**src/rtl/common_pkg.sv**
```systemverilog
// Shared RV32I encoding types: operation enum, opcode/funct constants and the NOP word.
// The per-op decode table lives here so the packer and any future decoder agree on it.
package common;

  typedef logic [31:0] instruction_type;

  typedef enum logic [5:0] {
    OP_ADD, OP_SUB, OP_SLL, OP_SLT, OP_SLTU, OP_XOR, OP_SRL, OP_SRA, OP_OR, OP_AND,
    OP_ADDI, OP_SLTI, OP_SLTIU, OP_XORI, OP_ORI, OP_ANDI, OP_SLLI, OP_SRLI, OP_SRAI,
    OP_LB, OP_LH, OP_LW, OP_LBU, OP_LHU,
    OP_SB, OP_SH, OP_SW,
    OP_BEQ, OP_BNE, OP_BLT, OP_BGE, OP_BLTU, OP_BGEU,
    OP_JAL, OP_JALR, OP_LUI, OP_AUIPC
  } op_type;

  typedef enum logic [2:0] {
    FMT_R, FMT_I, FMT_SH, FMT_S, FMT_B, FMT_U, FMT_J, FMT_BAD
  } fmt_type;

  localparam logic [6:0] OPC_OP     = 7'b0110011;
  localparam logic [6:0] OPC_OPIMM  = 7'b0010011;
  localparam logic [6:0] OPC_LOAD   = 7'b0000011;
  localparam logic [6:0] OPC_STORE  = 7'b0100011;
  localparam logic [6:0] OPC_BRANCH = 7'b1100011;
  localparam logic [6:0] OPC_JAL    = 7'b1101111;
  localparam logic [6:0] OPC_JALR   = 7'b1100111;
  localparam logic [6:0] OPC_LUI    = 7'b0110111;
  localparam logic [6:0] OPC_AUIPC  = 7'b0010111;

  localparam logic [6:0] F7_BASE = 7'b0000000;
  localparam logic [6:0] F7_ALT  = 7'b0100000;

  localparam logic [2:0] F3_ADD  = 3'd0;
  localparam logic [2:0] F3_SLL  = 3'd1;
  localparam logic [2:0] F3_SLT  = 3'd2;
  localparam logic [2:0] F3_SLTU = 3'd3;
  localparam logic [2:0] F3_XOR  = 3'd4;
  localparam logic [2:0] F3_SR   = 3'd5;
  localparam logic [2:0] F3_OR   = 3'd6;
  localparam logic [2:0] F3_AND  = 3'd7;

  localparam logic [2:0] F3_B    = 3'd0;
  localparam logic [2:0] F3_H    = 3'd1;
  localparam logic [2:0] F3_W    = 3'd2;
  localparam logic [2:0] F3_BU   = 3'd4;
  localparam logic [2:0] F3_HU   = 3'd5;

  localparam logic [2:0] F3_BEQ  = 3'd0;
  localparam logic [2:0] F3_BNE  = 3'd1;
  localparam logic [2:0] F3_BLT  = 3'd4;
  localparam logic [2:0] F3_BGE  = 3'd5;
  localparam logic [2:0] F3_BLTU = 3'd6;
  localparam logic [2:0] F3_BGEU = 3'd7;

  localparam instruction_type NOP = 32'h0000_0013;

  typedef struct packed {
    fmt_type    fmt;
    logic [6:0] opcode;
    logic [2:0] funct3;
    logic [6:0] funct7;
  } op_info_type;

  // Any op_type encoding outside the 37 defined ops decodes to FMT_BAD.
  function automatic op_info_type decode_op(input op_type op);
    op_info_type d;
    d = '{FMT_BAD, 7'd0, 3'd0, F7_BASE};
    case (op)
      OP_ADD:   d = '{FMT_R,  OPC_OP,     F3_ADD,  F7_BASE};
      OP_SUB:   d = '{FMT_R,  OPC_OP,     F3_ADD,  F7_ALT};
      OP_SLL:   d = '{FMT_R,  OPC_OP,     F3_SLL,  F7_BASE};
      OP_SLT:   d = '{FMT_R,  OPC_OP,     F3_SLT,  F7_BASE};
      OP_SLTU:  d = '{FMT_R,  OPC_OP,     F3_SLTU, F7_BASE};
      OP_XOR:   d = '{FMT_R,  OPC_OP,     F3_XOR,  F7_BASE};
      OP_SRL:   d = '{FMT_R,  OPC_OP,     F3_SR,   F7_BASE};
      OP_SRA:   d = '{FMT_R,  OPC_OP,     F3_SR,   F7_ALT};
      OP_OR:    d = '{FMT_R,  OPC_OP,     F3_OR,   F7_BASE};
      OP_AND:   d = '{FMT_R,  OPC_OP,     F3_AND,  F7_BASE};
      OP_ADDI:  d = '{FMT_I,  OPC_OPIMM,  F3_ADD,  F7_BASE};
      OP_SLTI:  d = '{FMT_I,  OPC_OPIMM,  F3_SLT,  F7_BASE};
      OP_SLTIU: d = '{FMT_I,  OPC_OPIMM,  F3_SLTU, F7_BASE};
      OP_XORI:  d = '{FMT_I,  OPC_OPIMM,  F3_XOR,  F7_BASE};
      OP_ORI:   d = '{FMT_I,  OPC_OPIMM,  F3_OR,   F7_BASE};
      OP_ANDI:  d = '{FMT_I,  OPC_OPIMM,  F3_AND,  F7_BASE};
      OP_SLLI:  d = '{FMT_SH, OPC_OPIMM,  F3_SLL,  F7_BASE};
      OP_SRLI:  d = '{FMT_SH, OPC_OPIMM,  F3_SR,   F7_BASE};
      OP_SRAI:  d = '{FMT_SH, OPC_OPIMM,  F3_SR,   F7_ALT};
      OP_LB:    d = '{FMT_I,  OPC_LOAD,   F3_B,    F7_BASE};
      OP_LH:    d = '{FMT_I,  OPC_LOAD,   F3_H,    F7_BASE};
      OP_LW:    d = '{FMT_I,  OPC_LOAD,   F3_W,    F7_BASE};
      OP_LBU:   d = '{FMT_I,  OPC_LOAD,   F3_BU,   F7_BASE};
      OP_LHU:   d = '{FMT_I,  OPC_LOAD,   F3_HU,   F7_BASE};
      OP_SB:    d = '{FMT_S,  OPC_STORE,  F3_B,    F7_BASE};
      OP_SH:    d = '{FMT_S,  OPC_STORE,  F3_H,    F7_BASE};
      OP_SW:    d = '{FMT_S,  OPC_STORE,  F3_W,    F7_BASE};
      OP_BEQ:   d = '{FMT_B,  OPC_BRANCH, F3_BEQ,  F7_BASE};
      OP_BNE:   d = '{FMT_B,  OPC_BRANCH, F3_BNE,  F7_BASE};
      OP_BLT:   d = '{FMT_B,  OPC_BRANCH, F3_BLT,  F7_BASE};
      OP_BGE:   d = '{FMT_B,  OPC_BRANCH, F3_BGE,  F7_BASE};
      OP_BLTU:  d = '{FMT_B,  OPC_BRANCH, F3_BLTU, F7_BASE};
      OP_BGEU:  d = '{FMT_B,  OPC_BRANCH, F3_BGEU, F7_BASE};
      OP_JAL:   d = '{FMT_J,  OPC_JAL,    3'd0,    F7_BASE};
      OP_JALR:  d = '{FMT_I,  OPC_JALR,   3'd0,    F7_BASE};
      OP_LUI:   d = '{FMT_U,  OPC_LUI,    3'd0,    F7_BASE};
      OP_AUIPC: d = '{FMT_U,  OPC_AUIPC,  3'd0,    F7_BASE};
      default:  d = '{FMT_BAD, 7'd0, 3'd0, F7_BASE};
    endcase
    return d;
  endfunction

endpackage

```
**src/rtl/insn_pack.sv**
```systemverilog
// Combinational RV32I field packer; failed encodings come out as NOP with error set.
// Optional macro IMM_RANGE_CHECK_EN turns out-of-range immediates into failures instead of truncating.
module insn_pack
  import common::*;
(
  input  op_type          op,
  input  logic [4:0]      rd,
  input  logic [4:0]      rs1,
  input  logic [4:0]      rs2,
  input  logic [31:0]     imm,
  output instruction_type instr,
  output logic            error
);

  op_info_type     info;
  instruction_type raw;
  logic            imm_bad;

  assign info = decode_op(op);

  always_comb begin
    raw = '0;
    case (info.fmt)
      FMT_R:   raw = {info.funct7, rs2, rs1, info.funct3, rd, info.opcode};
      FMT_I:   raw = {imm[11:0], rs1, info.funct3, rd, info.opcode};
      FMT_SH:  raw = {info.funct7, imm[4:0], rs1, info.funct3, rd, info.opcode};
      FMT_S:   raw = {imm[11:5], rs2, rs1, info.funct3, imm[4:0], info.opcode};
      FMT_B:   raw = {imm[12], imm[10:5], rs2, rs1, info.funct3, imm[4:1], imm[11], info.opcode};
      FMT_U:   raw = {imm[31:12], rd, info.opcode};
      FMT_J:   raw = {imm[20], imm[10:1], imm[11], imm[19:12], rd, info.opcode};
      default: raw = '0;
    endcase
  end

`ifdef IMM_RANGE_CHECK_EN
  // A signed N-bit fit means every bit from N-1 upward agrees with the sign.
  always_comb begin
    imm_bad = 1'b0;
    case (info.fmt)
      FMT_I, FMT_S: imm_bad = !((&imm[31:11]) || !(|imm[31:11]));
      FMT_SH:       imm_bad = |imm[31:5];
      FMT_B:        imm_bad = !((&imm[31:12]) || !(|imm[31:12])) || imm[0];
      FMT_J:        imm_bad = !((&imm[31:20]) || !(|imm[31:20])) || imm[0];
      FMT_U:        imm_bad = |imm[11:0];
      default:      imm_bad = 1'b0;
    endcase
  end
`else
  assign imm_bad = 1'b0;
`endif

  assign error = (info.fmt == FMT_BAD) || imm_bad;
  assign instr = error ? NOP : raw;

endmodule

```
**src/rtl/insn_encoder.sv**
```systemverilog
// One-entry registered RV32I encoder with valid/ready handshake, beat counter and sticky error.
// Optional macro IMM_RANGE_CHECK_EN (handled in insn_pack) enables immediate range failures.
module insn_encoder
  import common::*;
(
  input  logic            clk,
  input  logic            reset_n,
  input  logic            in_valid,
  output logic            in_ready,
  input  op_type          in_op,
  input  logic [4:0]      in_rd,
  input  logic [4:0]      in_rs1,
  input  logic [4:0]      in_rs2,
  input  logic [31:0]     in_imm,
  output logic            out_valid,
  input  logic            out_ready,
  output instruction_type out_instr,
  output logic            out_error,
  output logic            err_sticky,
  input  logic            err_clear,
  output logic [15:0]     enc_count
);

  typedef enum logic {EMPTY, FULL} state_type;

  state_type       state;
  state_type       state_next;
  logic            accept;
  logic            pack_error;
  instruction_type pack_instr;

  insn_pack u_pack (
    .op    (in_op),
    .rd    (in_rd),
    .rs1   (in_rs1),
    .rs2   (in_rs2),
    .imm   (in_imm),
    .instr (pack_instr),
    .error (pack_error)
  );

  // A full slot can still accept when the consumer drains it in the same cycle.
  assign in_ready  = (state == EMPTY) | out_ready;
  assign accept    = in_valid & in_ready;
  assign out_valid = (state == FULL);

  always_ff @(posedge clk or negedge reset_n) begin
    if (!reset_n) state <= EMPTY;
    else          state <= state_next;
  end

  always_comb begin
    state_next = state;
    case (state)
      EMPTY:   if (accept) state_next = FULL;
      FULL:    if (out_ready && !accept) state_next = EMPTY;
      default: state_next = EMPTY;
    endcase
  end

  always_ff @(posedge clk or negedge reset_n) begin
    if (!reset_n) begin
      out_instr <= '0;
      out_error <= 1'b0;
    end else if (accept) begin
      out_instr <= pack_instr;
      out_error <= pack_error;
    end
  end

  always_ff @(posedge clk or negedge reset_n) begin
    if (!reset_n)                   enc_count <= 16'd0;
    else if (out_valid & out_ready) enc_count <= enc_count + 16'd1;
  end

  // A failure registered this cycle takes priority over a simultaneous clear.
  always_ff @(posedge clk or negedge reset_n) begin
    if (!reset_n)                 err_sticky <= 1'b0;
    else if (accept & pack_error) err_sticky <= 1'b1;
    else if (err_clear)           err_sticky <= 1'b0;
  end

endmodule

```
**config.mk**
```make
export PLATFORM = sky130hd
export DESIGN_NAME = insn_encoder
export DESIGN_NICKNAME = d
export VERILOG_FILES = /design/src/rtl/common_pkg.sv /design/src/rtl/insn_pack.sv /design/src/rtl/insn_encoder.sv
export SDC_FILE = /design/constraint.sdc
export NUM_CORES = 1
export LEC_CHECK = 0
export ABC_AREA = 0
export CORE_MARGIN = 5
export CORE_UTILIZATION = 45
export DETAILED_ROUTE_END_ITERATION = 16
export MAX_ROUTING_LAYER = met4
export PLACE_DENSITY_LB_ADDON = 0.15
export SLEW_MARGIN = 20
export SYNTH_ARGS = -nofsm -noshare
export SYNTH_HDL_FRONTEND = slang
export SYNTH_SLANG_ARGS = --single-unit
export TNS_END_PERCENT = 1
```
**constraint.sdc**
```tcl
create_clock -name clk -period 2.05 [get_ports clk]
set_clock_uncertainty 0.15 [all_clocks]
set_input_delay 0.5125 -clock clk [delete_from_list [all_inputs] [get_ports clk]]
set_output_delay 0.5125 -clock clk [all_outputs]
set_load 0.05 [all_outputs]
```
After elaboration in Yosys (flattened, before gate mapping)
Memory sizes are Yosys's and may differ from the RTL's.
Index checks and enable logic that the tools add are counted.
- add/sub/neg operators: 1
- equality and inequality tests: 7
- mux-type cells: 7
- bitwise gates (word level): 5
- reductions and logical operators: 4
- operators by type and width (kind ; number):
    $pmux W32 S7 ; 1
    $mux W32 ; 1
    $add A16 B1 Y16 const B ; 1
    $eq A3 B3 Y1 const B ; 4
    $eq A3 B2 Y1 const B ; 2
    $mux W1 ; 4
    $and A1 B1 Y1 ; 3
    $eq A3 B1 Y1 const B ; 1
    $logic_not A3 Y1 ; 1
    $pmux W1 S2 ; 1
    $reduce_bool A2 Y1 ; 1
    $logic_and A1 B1 Y1 ; 1
    $logic_not A1 Y1 ; 1
    $not A1 Y1 ; 1
    $or A1 B1 Y1 ; 1
- bits in registers: 51
- ROM bits: 896
- input port bits: 58
- word-level logic and storage cells: 30
- memories: 1
- memories (name ; depth ; width ; read ports ; clocked after memory_dff ; wr ports ; RTL line ; text):
    (name not given) ; 64 ; 14 ; 1 ; 0 ; 0 ; common_pkg.sv:68 ; case (op)

Depth between registers and ports, before layout
- depth in word-level cells: 7
- mapped depth: 9
- mapped depth without buffers: 8

Modules after synthesis
From an unflattened synthesis, not the netlist that was laid out.
- cell total of the unflattened synthesis: 289
- area, all modules: 3083.0 um^2
- modules (own cells, without submodules) (module ; times used ; cells each ; area each (um^2)):
    insn_encoder ; 1 ; 133 ; 2005.7
    insn_pack ; 1 ; 156 ; 1077.3

Worst setup path after synthesis
OpenSTA, ideal clock, no wires.
- path type: register -> register
- start: register state (netlist: out_valid)
- end: register out_instr[15]
- arrival: 2.162 ns
- required time: 1.827 ns
- setup slack: -0.335 ns
- stages on the path, launching flop included: 7
- path buffers: 2
- clock period less this slack: 2.385 ns
- path through: dfrtp_1 -> nand2b_1 -> nand2_1 -> clkbuf_1 -> clkbuf_1 -> a221oi_1 -> nor2_1
- longest elaborated chain between the ends: 3
- ends and longest elaborated chain (item ; RTL line ; text):
    from (decl) ; insn_encoder.sv:26 ; state_type state;
    from (signal assigned) ; insn_encoder.sv:49 ; else state <= state_next;
    $not A1 Y1 ; insn_encoder.sv:43 ; assign in_ready = (state == EMPTY) | out_ready;
    $or A1 B1 Y1 ; insn_encoder.sv:43 ;
    via in_ready ; insn_encoder.sv:9 ; output logic in_ready,
    $and A1 B1 Y1 ; insn_encoder.sv:44 ; assign accept = in_valid & in_ready;
    to (signal assigned) ; insn_encoder.sv:66 ; out_instr <= pack_instr;
    to (decl) ; insn_encoder.sv:17 ; output instruction_type out_instr,
The timed path passes the listed nets, and every way through them passes these cells.
A chain may end at the register's enable or synchronous reset.

Worst setup path in the final report
- start: input in_op[3]
- end: register out_instr[10]
- longest elaborated chain between the ends: 4
- ends and longest elaborated chain (item ; RTL line ; text):
    from (decl) ; insn_encoder.sv:10 ; input op_type in_op,
    $mem_v2 Z64 W14 * ; n/a ;
    $eq A3 B3 Y1, or another cell as far along ; insn_pack.sv:23 ; case (info.fmt)
    $pmux W32 S7 ; insn_pack.sv:23 ;
    $mux W32 * ; insn_pack.sv:53 ; assign instr = error ? NOP : raw;
Every way passes the cells marked *; elsewhere a longest branch is shown, timed or not.

==> results.py <==
metrics = {
    "run_status": {
        "status": "finished, violations left",
        "violations": "negative setup slack",
    },
    "worst_setup_path": {
        "crit_type": "primary input to register",
        "cp_cell_sequence": "buf_8 > or2_4 > o32a_4 > nor3_4 > buf_12 > a211oi_4 > a22o_1 > a21o_1",
        "cp-end-kind": "register",
        "cp_num_buf_inv": 2,
        "cpMaxStageDelayCell": "o32a_4",
        "path_delay_family": "compound AO/OA/AOI/OAI gates",
        "crit_arrival_ns": 2.25,
        "critPathLaunchType": "primary input",
        "worstPathMaxFanout": 4,
        "cpPeakStageDelay_ns": 0.42,
        "cp.required_ns": 2.10,
    },
    "synthesis": {
        "syn_nets": 366,
        "async_flop_share_pct": 100,
        "synth_top_area_share_pct": 42.4,
        "ys_top_cells_by_area": "dfrtp_1, nor2_1, xnor2_1, nand2_1, ha_1",
        "synth_common_cells": "dfrtp_1, nor2_1, nand2_1, xnor2_1, nand3_1",
        "synth_seq_cells": 50,
        "synth_ff_type": "dfrtp_1",
        "synth.most_common_cell": "dfrtp_1",
        "ys_types": 55,
        "syn_area_mm2": 0.00295,
        "syn_area_per_cell_um2": 9.83,
        "synth_largest_area_cell": "dfrtp_1",
        "synth_edf_count": 0,
        "synth_cells": 300,
        "ys_warn_count": 0,
        "yosysSeqAreaShare_pct": 42.4,
    },
    "placed_design": {
        "place_congestion": 0.843,
        "place_area_mm2": 0.00460,
        "place_hpwl_um": 7170,
        "port_buffers": 109,
    },
    "die": {
        "fp-row-count": 29,
        "core_area_mm2": 0.00635,
        "fp.dieW_um": 91.0,
        "initial_core_util_pct": 46.4,
        "io_pins": 110,
        "die-area_mm2": 0.00827,
        "chipHeight_um": 91.0,
    },
    "sta": {
        "setup_viol": 20,
        "maxSlewHeadroom_pct": 72.6,
        "worst_pin_slew_ns": 0.407,
        "setup_ws_ns": -0.142,
        "slew_violations": 0,
        "max_freq_ghz": 0.456,
        "hold_viol_final": 0,
        "tns_ns": -1.67,
        "rsz0062_at_grt": "yes",
        "period_share_pct": 107,
        "fin_hold_ws_ns": 0.329,
        "min_period_ns": 2.19,
    },
    "min_path": {
        "hp-class": "register to register",
    },
    "grt": {
        "grt_usage_pct": 23.6,
        "overflow": 0,
        "antenna_found_initial": 0,
        "grt_pass1_vias": 3178,
        "grt_max_degree": 28,
        "grt_pass1_wl_um": 15600,
    },
    "cells_and_area": {
        "n_antenna_cell": 0,
        "drive_above_1_share_pct": 42.2,
        "nets": 548,
        "fin_area_mm2": 0.00512,
        "syn_to_final_growth_pct": 73.6,
    },
    "detailed_routing": {
        "firstDrtPassIters": 4,
        "drtIter0Drc": 200,
        "vias": 3122,
        "wl_per_cell_um": 17.8,
        "antenna_left": 0,
        "routed_via_density": 5.58,
        "drc": 0,
        "routed_wl_um": 9950,
    },
    "cts": {
        "cts_sinks": 50,
        "h-tree-depth": 2,
        "insertion_delay_ns": 0.31,
        "cts_root_buffer": "clkbuf_8",
        "cts_buffer_depth": 2,
        "tritoncts": "done",
        "cts_buffers": 5,
        "path_clk_slew_ns": 0.09,
    },
    "power": {
        "clkPwrFrac_pct": 18.1,
        "power.leakage_uw": 0.00232,
        "switching_share_pct": 41.5,
        "ir_drop_mv": 0.917,
        "seq_power_share_pct": 33.3,
        "p_per_area_mw_per_mm2": 758,
        "power_frac_comb_pct": 48.6,
        "p_int_uw": 2270,
        "p_sw_uw": 1610,
        "total_power_uw": 3880,
    },
    "flow_run": {
        "drv_cap": 0,
    },
}
-- registers in the layout (all words and copies together) (netlist names) --
signal	flops
out_error	1
err_sticky	1
out_instr	31
enc_count	16
out_valid	1
-- per-stage QoR --
| step | cells | util [%] | setup slack (ns) |
|---|---|---|---|
| finish | 560 | 80.6 | -0.142 |
| global route | 560 | 80.6 | -0.177 |
| CTS | 557 | 78.4 | -0.117 |
| detailed placement | 539 | 72.4 | -0.990 |
| global placement | 539 | 72.4 | -0.879 |
| floorplan | 300 | - | -0.215 |
-- layout make-up --
class / count / area [um^2]
Sequential cell: 50 / 1250
Inverter: 6 / 22.5
Fill cell: 400 / 1230
Tap cell: 77 / 96.3
Multi-Input combinational cell: 227 / 1880
Clock buffer: 5 / 68.8
Clock inverter: 3 / 43.8
Timing Repair Buffer: 192 / 1760
-- worst register-to-register path: cells and delay by family, from the launching register on --
kind | cells | cell delay (ns)
AND/OR/NAND/NOR | 3 | 0.48
flip-flops | 1 | 0.44
AO/OA/AOI/OAI | 1 | 0.28
buffers and inverters | 1 | 0.24
-- cells in the final DEF (no fill, tap or decap), drive strengths merged, types with 2 or more instances in the layout --
master,instances
and2,4
o2bb2ai,4
a211o,2
clkbuf,5
clkdlybuf4s50,49
nand3,12
o32ai,2
o31ai,2
dfrtp,50
inv,7
mux2,2
nor3,7
xnor2,14
a211oi,5
o21ai,12
nand2b,5
nor2b,5
a21o,5
or2,2
a31oi,3
buf,140
a22o,11
a221o,6
a32o,2
ha,8
nand2,30
xor2,2
a22oi,2
nor2,35
nor4,2
mux2i,5
a21oi,12
a221oi,10
nand4,5
-- power by group through the flow --
| stage | clock [uW] | sequential, uW | combinational, uW |
|---|---|---|---|
| 2_1_floorplan | 0 | 1870 | 475 |
| 3_3_place_gp | 0 | 1300 | 1710 |
| 3_5_place_dp | 0 | 1310 | 1740 |
| 4_1_cts | 716 | 1290 | 1820 |
| 5_1_grt | 756 | 1310 | 2000 |
| 6_report | 703 | 1290 | 1890 |
-- final timing paths --
| check | start | endpoint | slack (ns) | cells past startpoint |
|---|---|---|---|---|
| worst max-delay path | in_op[3] | out_instr[10] | -0.14 | 8 |
| worst min-delay path | enc_count[15] | enc_count[15] | 0.33 | 1 |
| worst max register to register | out_valid | out_instr[20] | 0.35 | 5 |
| worst min register to register | enc_count[15] | enc_count[15] | 0.33 | 1 |
| max in group asynchronous | reset_n | out_instr[18] | 0.79 | 3 |
| min in group asynchronous | reset_n | out_instr[31] | 0.48 | 2 |
-- routing by layer --
layer	routed length [um]	global-route usage, %
met1	3760	27.8
met2	5420	41.2
met3	551	3.72
met4	226	7.58
met5	0	-
-- what timing repair did --
item	CTS	global route
pin swaps	18	17
hold buffers	1	0
endpoints found under the setup margin	34	26
resized for setup	60	23
endpoints found under the hold margin	12	0
buffers inserted	10	3
-- cell families (layout without fill, tap and decap cells) --
family	count (synthesis)	after routing	share of synthesized area, %
muxes	8	8	3.22
AOI/OAI and AO/OA	83	83	24.2
buffers and inverters	23	206	3.39
DFF	50	50	42.4
adders and majority gates	8	8	3.39
xor gates and xnor gates	16	16	4.75
and+or+nand+nor	112	112	18.6
Power figures use the tool's default switching activity.
